$ cat config.mk
export PLATFORM = sky130hd
export DESIGN_NAME = ram_dma
export DESIGN_NICKNAME = d
export VERILOG_FILES = /design/src/rtl/ram_dma_pkg.sv /design/src/rtl/ram_dma_mux.sv /design/src/rtl/ram_dma.sv
export SDC_FILE = /design/constraint.sdc
export NUM_CORES = 1
export LEC_CHECK = 0
export ABC_CLOCK_PERIOD_IN_PS = 2700
export CORE_ASPECT_RATIO = 1.2
export CORE_UTILIZATION = 50
export DETAILED_ROUTE_END_ITERATION = 7
export PLACE_DENSITY = 0.87
export SLEW_MARGIN = 15
export SYNTH_ARGS = -nofsm -noshare
export SYNTH_HDL_FRONTEND = slang
export SYNTH_SLANG_ARGS = --single-unit
export TNS_END_PERCENT = 50
$ cat constraint.sdc
create_clock -name clk -period 2.7 [get_ports clk]
set_input_delay 0.54 -clock clk [delete_from_list [all_inputs] [get_ports clk]]
set_output_delay 0.54 -clock clk [all_outputs]
set_load 0.02 [all_outputs]
$ cat src/rtl/ram_dma_pkg.sv
// rtl/ram_dma_pkg.sv - shared widths, op encodings and FSM states for ram_dma
package ram_dma_pkg;
    localparam int DATA_W = 16;
    localparam int ADDR_W = 14;
    localparam int LEN_W  = 15;

    localparam logic OP_FILL = 1'b0;
    localparam logic OP_COPY = 1'b1;

    typedef enum logic [2:0] {
        IDLE,
        FILL,
        RD,
        WR,
        DONE
    } state_t;
endpackage

$ cat src/rtl/ram_dma_mux.sv
// rtl/ram_dma_mux.sv - selects the ram16k port between the DMA engine and the CPU
module ram_dma_mux
    import ram_dma_pkg::*;
(
    input  logic              sel,
    input  logic [ADDR_W-1:0] eng_address,
    input  logic [DATA_W-1:0] eng_in,
    input  logic              eng_load,
    input  logic [ADDR_W-1:0] cpu_address,
    input  logic [DATA_W-1:0] cpu_in,
    input  logic              cpu_load,
    output logic [ADDR_W-1:0] mem_address,
    output logic [DATA_W-1:0] mem_in,
    output logic              mem_load
);
    // While the engine owns the port, CPU writes are simply dropped.
    assign mem_address = sel ? eng_address : cpu_address;
    assign mem_in      = sel ? eng_in      : cpu_in;
    assign mem_load    = sel ? eng_load    : cpu_load;
endmodule

$ cat src/rtl/ram_dma.sv
// rtl/ram_dma.sv - FILL/COPY block-transfer engine in front of ram16k
module ram_dma
    import ram_dma_pkg::*;
(
    input  logic              clk,
    input  logic              reset,
    input  logic              start,
    input  logic              op,
    input  logic [ADDR_W-1:0] src,
    input  logic [ADDR_W-1:0] dst,
    input  logic [LEN_W-1:0]  len,
    input  logic [DATA_W-1:0] fill_val,
    output logic              busy,
    output logic              done,
    input  logic [ADDR_W-1:0] cpu_address,
    input  logic [DATA_W-1:0] cpu_in,
    input  logic              cpu_load,
    output logic [DATA_W-1:0] cpu_out,
    output logic [ADDR_W-1:0] mem_address,
    output logic [DATA_W-1:0] mem_in,
    output logic              mem_load,
    input  logic [DATA_W-1:0] mem_out
);
    state_t            state;
    logic [ADDR_W-1:0] src_ptr;
    logic [ADDR_W-1:0] dst_ptr;
    logic [LEN_W-1:0]  count;
    logic [DATA_W-1:0] data_reg;
    logic [DATA_W-1:0] fill_reg;

    logic [ADDR_W-1:0] eng_address;
    logic [DATA_W-1:0] eng_in;
    logic              eng_load;

    always_comb begin
        eng_address = (state == RD) ? src_ptr : dst_ptr;
        eng_in      = (state == FILL) ? fill_reg : data_reg;
        eng_load    = (state == FILL) || (state == WR);
    end

    // Releasing the port during reset keeps an aborted transfer from landing one more word.
    ram_dma_mux u_mux (
        .sel         (busy && !reset),
        .eng_address (eng_address),
        .eng_in      (eng_in),
        .eng_load    (eng_load),
        .cpu_address (cpu_address),
        .cpu_in      (cpu_in),
        .cpu_load    (cpu_load),
        .mem_address (mem_address),
        .mem_in      (mem_in),
        .mem_load    (mem_load)
    );

    assign cpu_out = mem_out;

    always_ff @(posedge clk) begin
        if (reset) begin
            state    <= IDLE;
            src_ptr  <= '0;
            dst_ptr  <= '0;
            count    <= '0;
            data_reg <= '0;
            fill_reg <= '0;
            busy     <= 1'b0;
            done     <= 1'b0;
        end else begin
            case (state)
                IDLE: begin
                    done <= 1'b0;
                    if (start) begin
                        src_ptr  <= src;
                        dst_ptr  <= dst;
                        count    <= len;
                        fill_reg <= fill_val;
                        if (len == '0) begin
                            state <= DONE;
                            done  <= 1'b1;
                        end else begin
                            state <= (op == OP_FILL) ? FILL : RD;
                            busy  <= 1'b1;
                        end
                    end
                end
                FILL: begin
                    dst_ptr <= dst_ptr + ADDR_W'(1);
                    count   <= count - LEN_W'(1);
                    if (count == LEN_W'(1)) begin
                        state <= DONE;
                        busy  <= 1'b0;
                        done  <= 1'b1;
                    end
                end
                RD: begin
                    data_reg <= mem_out;
                    src_ptr  <= src_ptr + ADDR_W'(1);
                    state    <= WR;
                end
                WR: begin
                    dst_ptr <= dst_ptr + ADDR_W'(1);
                    count   <= count - LEN_W'(1);
                    if (count == LEN_W'(1)) begin
                        state <= DONE;
                        busy  <= 1'b0;
                        done  <= 1'b1;
                    end else begin
                        state <= RD;
                    end
                end
                DONE: begin
                    done  <= 1'b0;
                    state <= IDLE;
                end
                default: begin
                    state <= IDLE;
                    busy  <= 1'b0;
                    done  <= 1'b0;
                end
            endcase
        end
    end
endmodule

==> flow_summary.ini, run 1 <==
[power]
powerDensity_nw_per_um2 = 745.9
vdd_drop_max_mv = 0.3599
power_mw = 4.870
power.leakage_nw = 2.494

[floorplanning]
die_area_um2 = 9787
fp.dieH_um = 108.2
die_x_um = 90.48
io_pins = 159
core_area_um2 = 9081
num_rows = 38
initial_core_util_pct = 51.72

[cts]
clock-root-buffer = clkbuf_8
cts.sinks = 80
cts_max_level = 3
cts_tree = done
clkLatencyLatePin_ps = 350
hold_buffers = 0
clk_pin_slew_worst_paths_ps = 80
cts_buffer_depth = 2
cts-buffers-inserted = 9

[synth]
ys_types = 62
ys_warn_count = 0
ys_async_sr_fraction_pct = 0
ys_seq_elements = 80
syn_area_um2 = 4697
synth_edf_count = 0
synthesis.nets = 734
netlist_instances = 620
synth-main-ff-cell = dfxtp_1
avgSynthCellArea_um2 = 7.576
ys_seq_area_share_pct = 34.10

[timing]
final_max_slew_viol_count = 0
timing.final.ws_setup_ps = 126.4
holdWs_ps = 458.0
slew_headroom_pct = 39.61
fmax_mhz = 388.6
hold_viol_final = 0
fin_crit_ps = 2574
finalSetupViolations = 0
rsz0062_at_grt = no
period_share_pct = 95.32
tightest_slew_ps = 905.9
finClkSkew_ps = 7.648

[worst_setup_path]
crit_required_ps = 2160
critical_path.max_fanout = 17
critical_path_class = flop to primary output
max_stage_delay_ps = 520
path_cells = or3b_2, buf_4, a21oi_1, o21ai_0, dlygate4sd2_1
startpoint_type = flop
arrival_ps = 2030
cp_slowest_cell = or3b_2
reg2reg_slack_ps = 530
endpoint_kind = primary output

[final_layout]
antennaDiodeCount = 0
layout-drive-gt1-share_pct = 7.294
area_growth_syn_to_layout_pct = 39.00
fin_cells = 874
nNetsFinal = 863

[drt]
ant_nets = 0
remaining_drc_errors = 0
post_drt_wl_per_cell_um = 16.45
drt_iter0_markers = 490
dr.pass1.iters = 5
drt-total-wl_um = 14380
vias = 5157
vias_per_cell = 5.900

[placed_design]
numPortBuffers = 158
gp_congestion = 0.8840
pre_cts_slack_ps = 158.1
dp_cells = 857
dp_hpwl_um = 10470

[job]
max-cap-violations = 0

[grt]
grtUsageTotal_pct = 29.20
overflow = 0
antenna_found_initial = 0
grt_pass1_wl_um = 23050
grt_max_degree = 86
grt_pass1_vias = 4947

[hold_path]
hold_class = flop to flop

[outcome]
status = complete, no violations
logic make-up (layout without fill, tap and decap cells):
family / count (synthesis) / after routing / share of synthesized area [%]
buffers and inverters: 73 / 207 / 7.672
AOI/OAI and AO/OA: 176 / 176 / 23.23
adders and majority gates: 4 / 4 / 1.066
and+or+nand+nor: 254 / 254 / 26.93
xor gates and xnor gates: 2 / 2 / 0.3730
muxes: 31 / 31 / 6.633
DFF: 80 / 80 / 34.10
power by group:
part | switching (mW) | total (mW) | leakage (nW) | internal (mW)
Combinational | 1.22 | 2.16 | 1.73 | 0.944
Sequential | 0.292 | 1.72 | 0.657 | 1.43
Clock | 0.460 | 0.982 | 0.110 | 0.522
critical path, delay by kind of cell (launching register included):
kind | cells | cell delay (ps)
AO/OA/AOI/OAI | 2 | 250
buffers and inverters | 2 | 550
flip-flops | 1 | 360
AND/OR/NAND/NOR | 1 | 520
cell usage in the layout, fill, tap and decap left out, types with 4 or more instances in the layout:
cell / netlist / routed
dlymetal6s2s_1: 0 / 5
and3_1: 10 / 10
o211ai_1: 7 / 7
a311oi_1: 4 / 4
buf_4: 17 / 17
nand3_1: 17 / 17
or3_1: 4 / 4
clkdlybuf4s50_1: 0 / 127
ha_1: 4 / 4
nor4_1: 9 / 9
clkbuf_8: 0 / 9
a2bb2oi_1: 5 / 5
mux2i_1: 30 / 28
nor3_1: 10 / 10
a21oi_1: 69 / 69
and2_1: 4 / 4
o21ai_0: 43 / 43
dlygate4sd2_1: 0 / 25
dfxtp_1: 80 / 79
a31oi_1: 11 / 11
inv_1: 12 / 12
nand4_1: 9 / 9
a22oi_1: 4 / 4
a32oi_1: 6 / 6
o311ai_0: 4 / 4
nor2_1: 38 / 38
nand2_1: 121 / 121
or4_1: 4 / 4
area by class of cell:
cell class                      instances  area, um^2
Multi-Input combinational cell        467        2751
Fill cell                             736        2552
Timing Repair Buffer                  179        1760
Sequential cell                        80        1603
Tap cell                              120       150.1
Clock buffer                            9       123.9
Clock inverter                          7       95.09
Inverter                               12       45.04
synthesized netlist by cell type (3+ instances only):
| cell | instances | area (um^2) |
|---|---|---|
| inv_1 | 12 | 45.04 |
| nor2b_1 | 3 | 18.77 |
| o22ai_1 | 3 | 18.77 |
| o21ai_0 | 43 | 215.2 |
| ha_1 | 4 | 50.05 |
| nor2_1 | 38 | 142.6 |
| a2bb2oi_1 | 5 | 43.79 |
| nand2_1 | 121 | 454.2 |
| mux2i_1 | 30 | 300.3 |
| nor4_1 | 9 | 56.30 |
| nor3_1 | 10 | 50.05 |
| a31oi_1 | 11 | 68.82 |
| clkbuf_1 | 25 | 93.84 |
| a21oi_1 | 69 | 345.3 |
| a311oi_1 | 4 | 35.03 |
| nand3_1 | 17 | 85.08 |
| o311ai_0 | 4 | 35.03 |
| or4_1 | 4 | 30.03 |
| or3_1 | 4 | 25.02 |
| a41oi_1 | 3 | 26.28 |
| o211ai_1 | 7 | 52.55 |
| buf_2 | 18 | 90.09 |
| nand2b_1 | 4 | 25.02 |
| nand4_1 | 9 | 56.30 |
| and2_1 | 4 | 25.02 |
| dfxtp_1 | 80 | 1602 |
| buf_4 | 17 | 127.6 |
| and3_1 | 10 | 62.56 |
| a32oi_1 | 6 | 52.55 |
| a22oi_1 | 4 | 30.03 |
metrics by stage:
step / area, um^2 / setup TNS, ps / utilization, %
after detailed placement: 6305 / 0 / 69.43
after CTS: 6504 / -128.2 / 71.62
final: 6529 / 0 / 71.89
after global placement: 6305 / 0 / 69.43
after global routing: 6529 / 0 / 71.89
after floorplan: 4697 / 0 / -
final timing paths:
check,from,end,cells past startpoint
setup / recovery,state[0],mem_address[12],5
hold / removal,data_reg[8],data_reg[8],2
setup reg to reg,state[0],dst_ptr[7],5
hold reg to reg,data_reg[8],data_reg[8],2
what timing repair did:
action | CTS | global route
setup buffers | 0 | 1
resized for setup | 28 | 7
setup endpoints to repair | 27 | 9
pin swaps | 0 | 1
routing by layer:
metal	GRT usage [%]	routed length, um	up-vias
li1	-	-	2477
met1	34.70	5764	2399
met2	52.27	7346	249
met3	4.430	889	32
met4	12.56	381	0
met5	0	0	-
No activity file was read; power rests on OpenSTA's default activity.
==> run 2: changes to the inputs <==
--- a/config.mk
+++ b/config.mk
@@ -5,11 +5,11 @@
 export SDC_FILE = /design/constraint.sdc
 export NUM_CORES = 1
 export LEC_CHECK = 0
-export ABC_CLOCK_PERIOD_IN_PS = 2700
+export ABC_CLOCK_PERIOD_IN_PS = 2300
 export CORE_ASPECT_RATIO = 1.2
-export CORE_UTILIZATION = 50
+export CORE_UTILIZATION = 42
 export DETAILED_ROUTE_END_ITERATION = 7
-export PLACE_DENSITY = 0.87
+export PLACE_DENSITY = 0.78
 export SLEW_MARGIN = 15
 export SYNTH_ARGS = -nofsm -noshare
 export SYNTH_HDL_FRONTEND = slang
==> constraint.sdc (replaced) <==
create_clock -name clk -period 2.3 [get_ports clk]
set_input_delay 0.46 -clock clk [delete_from_list [all_inputs] [get_ports clk]]
set_output_delay 0.46 -clock clk [all_outputs]
set_load 0.02 [all_outputs]
==> run 2 against run 1 <==
Compared with the run above:
- the run now ends with design-rule violations, negative setup slack left
- worst hold slack improved by 2.0 ps
- non-clock buffer count up 22
- critical path type unchanged
- highest routed layer unchanged
- via count is 2.9% higher
==> flow_summary.ini, run 2 (synthesis results as in run 1) <==
[worst_setup_path]
cp_slowest_cell = dfxtp_1
critical_path.max_fanout = 13
critical_path_class = flop to primary output
path_common_cell = buf_4
startpoint_type = flop
crit_required_ps = 1840
max_stage_delay_ps = 330
endpoint_kind = primary output
arrival_ps = 1860
path_cells = buf_4, nor2_4, buf_4, mux2i_2, o21ai_0, clkdlybuf4s15_1

[job]
max-cap-violations = 0

[drt]
vias = 5304
drt-total-wl_um = 15460
dr.pass1.iters = 7
vias_per_cell = 5.861
post_drt_wl_per_cell_um = 17.09
drt_iter0_markers = 420
remaining_drc_errors = 5
ant_nets = 0

[timing]
fin_crit_ps = 2320
period_share_pct = 100.9
holdWs_ps = 460.0
final_max_slew_viol_count = 0
fmax_mhz = 431.1
slew_headroom_pct = 39.29
hold_viol_final = 0
tightest_slew_ps = 910.6
finalSetupViolations = 3
timing.final.ws_setup_ps = -19.84
rsz0062_at_grt = yes
finClkSkew_ps = 5.004

[placed_design]
gp_congestion = 0.8778
pre_cts_slack_ps = -98.82
dp_hpwl_um = 11200
numPortBuffers = 158

[cts]
clkLatencyLatePin_ps = 340
cts_tree = done
cts_buffer_depth = 2
cts_max_level = 3
cts-buffers-inserted = 9
cts.sinks = 80
clk_pin_slew_worst_paths_ps = 60
hold_buffers = 0
clock-root-buffer = clkbuf_16

[outcome]
status = finished, violations left
violations = design-rule violations, negative setup slack

[power]
powerDensity_nw_per_um2 = 931.5
vdd_drop_max_mv = 0.4975
power.leakage_nw = 2.575

[grt]
grt_pass1_wl_um = 24600
gr-usage-met3_pct = 4.454
grt_max_degree = 86
grtUsageTotal_pct = 26.65
grt_busiest_layer = met2
overflow = 0
grt_pass1_vias = 5205
grtUsageMet2_pct = 45.86
grt_util_met1_pct = 31.49
antenna_found_initial = 0

[floorplanning]
die_x_um = 98.54
die_area_um2 = 11610
io_pins = 159
fp.dieH_um = 117.8
num_rows = 41
initial_core_util_pct = 43.81
core_area_um2 = 10720

[final_layout]
nNetsFinal = 885
antennaDiodeCount = 0
area_growth_syn_to_layout_pct = 43.98
layout-drive-gt1-share_pct = 14.30
final_core_util_pct = 63.08
mostFrequentLayoutCell = clkdlybuf4s50_1
mostFrequentLayoutCells = 126 x clkdlybuf4s50_1, 121 x nand2_1, 79 x dfxtp_1

[hold_path]
hold_class = flop to flop
-- run 2: path summary, 6_finish.rpt --
check                                 start          end  slack [ps]  depth (start not counted)
worst max-delay path               state[1]   mem_in[15]         -20                          6
worst min-delay path            fill_reg[8]  fill_reg[8]         460                          2
worst max register to register     count[1]     state[1]         280                          6
worst min register to register  fill_reg[8]  fill_reg[8]         460                          2
-- run 2: area by class of cell --
cell class,instances,area [um^2]
inverter,12,45.04
clock buffer,13,260.3
multi-input combinational,467,2830
timing repair buffer,201,1821
sequential,80,1605
clock inverter,3,40.04
tap,129,161.4
fill,895,3959
-- run 2: critical path, delay by kind of cell (launching register included) --
kind	cells	cell delay (ps)
AOI/OAI and AO/OA	1	100
DFF	1	330
buffers and inverters	3	640
and+or+nand+nor	1	200
muxes	1	240
-- run 2: timing repair --
item                                    4_1_cts  5_1_grt
gates cloned                                  1        0
endpoints found under the setup margin       31       26
setup buffers                                 5        2
resized for setup                           116       42
pin swaps                                     2        3
-- run 2: metrics by stage --
| stage | total power [mW] | std cells | cell area [um^2] | setup TNS, ps |
|---|---|---|---|---|
| 3_3_place_gp | 4.585 | 881 | 6416 | 0 |
| 6_report | 6.299 | 905 | 6763 | -28.95 |
| 2_1_floorplan | 3.616 | 620 | 4697 | 0 |
| 5_1_grt | 6.628 | 905 | 6763 | -660.2 |
| 3_5_place_dp | 4.672 | 881 | 6416 | -356.8 |
| 4_1_cts | 6.207 | 903 | 6770 | -618.6 |
-- run 2: per-layer routing --
layer  up-vias  wire length [um]
met5         -                 0
met2       273              7518
li1       2537                 -
met1      2455              6341
met3        39              1112
met4         0               491
-- run 2: power by group --
group / switching (mW) / total, mW / internal (mW)
logic: 1.51 / 2.79 / 1.28
clock network: 0.552 / 1.45 / 0.897
registers: 0.375 / 2.06 / 1.69
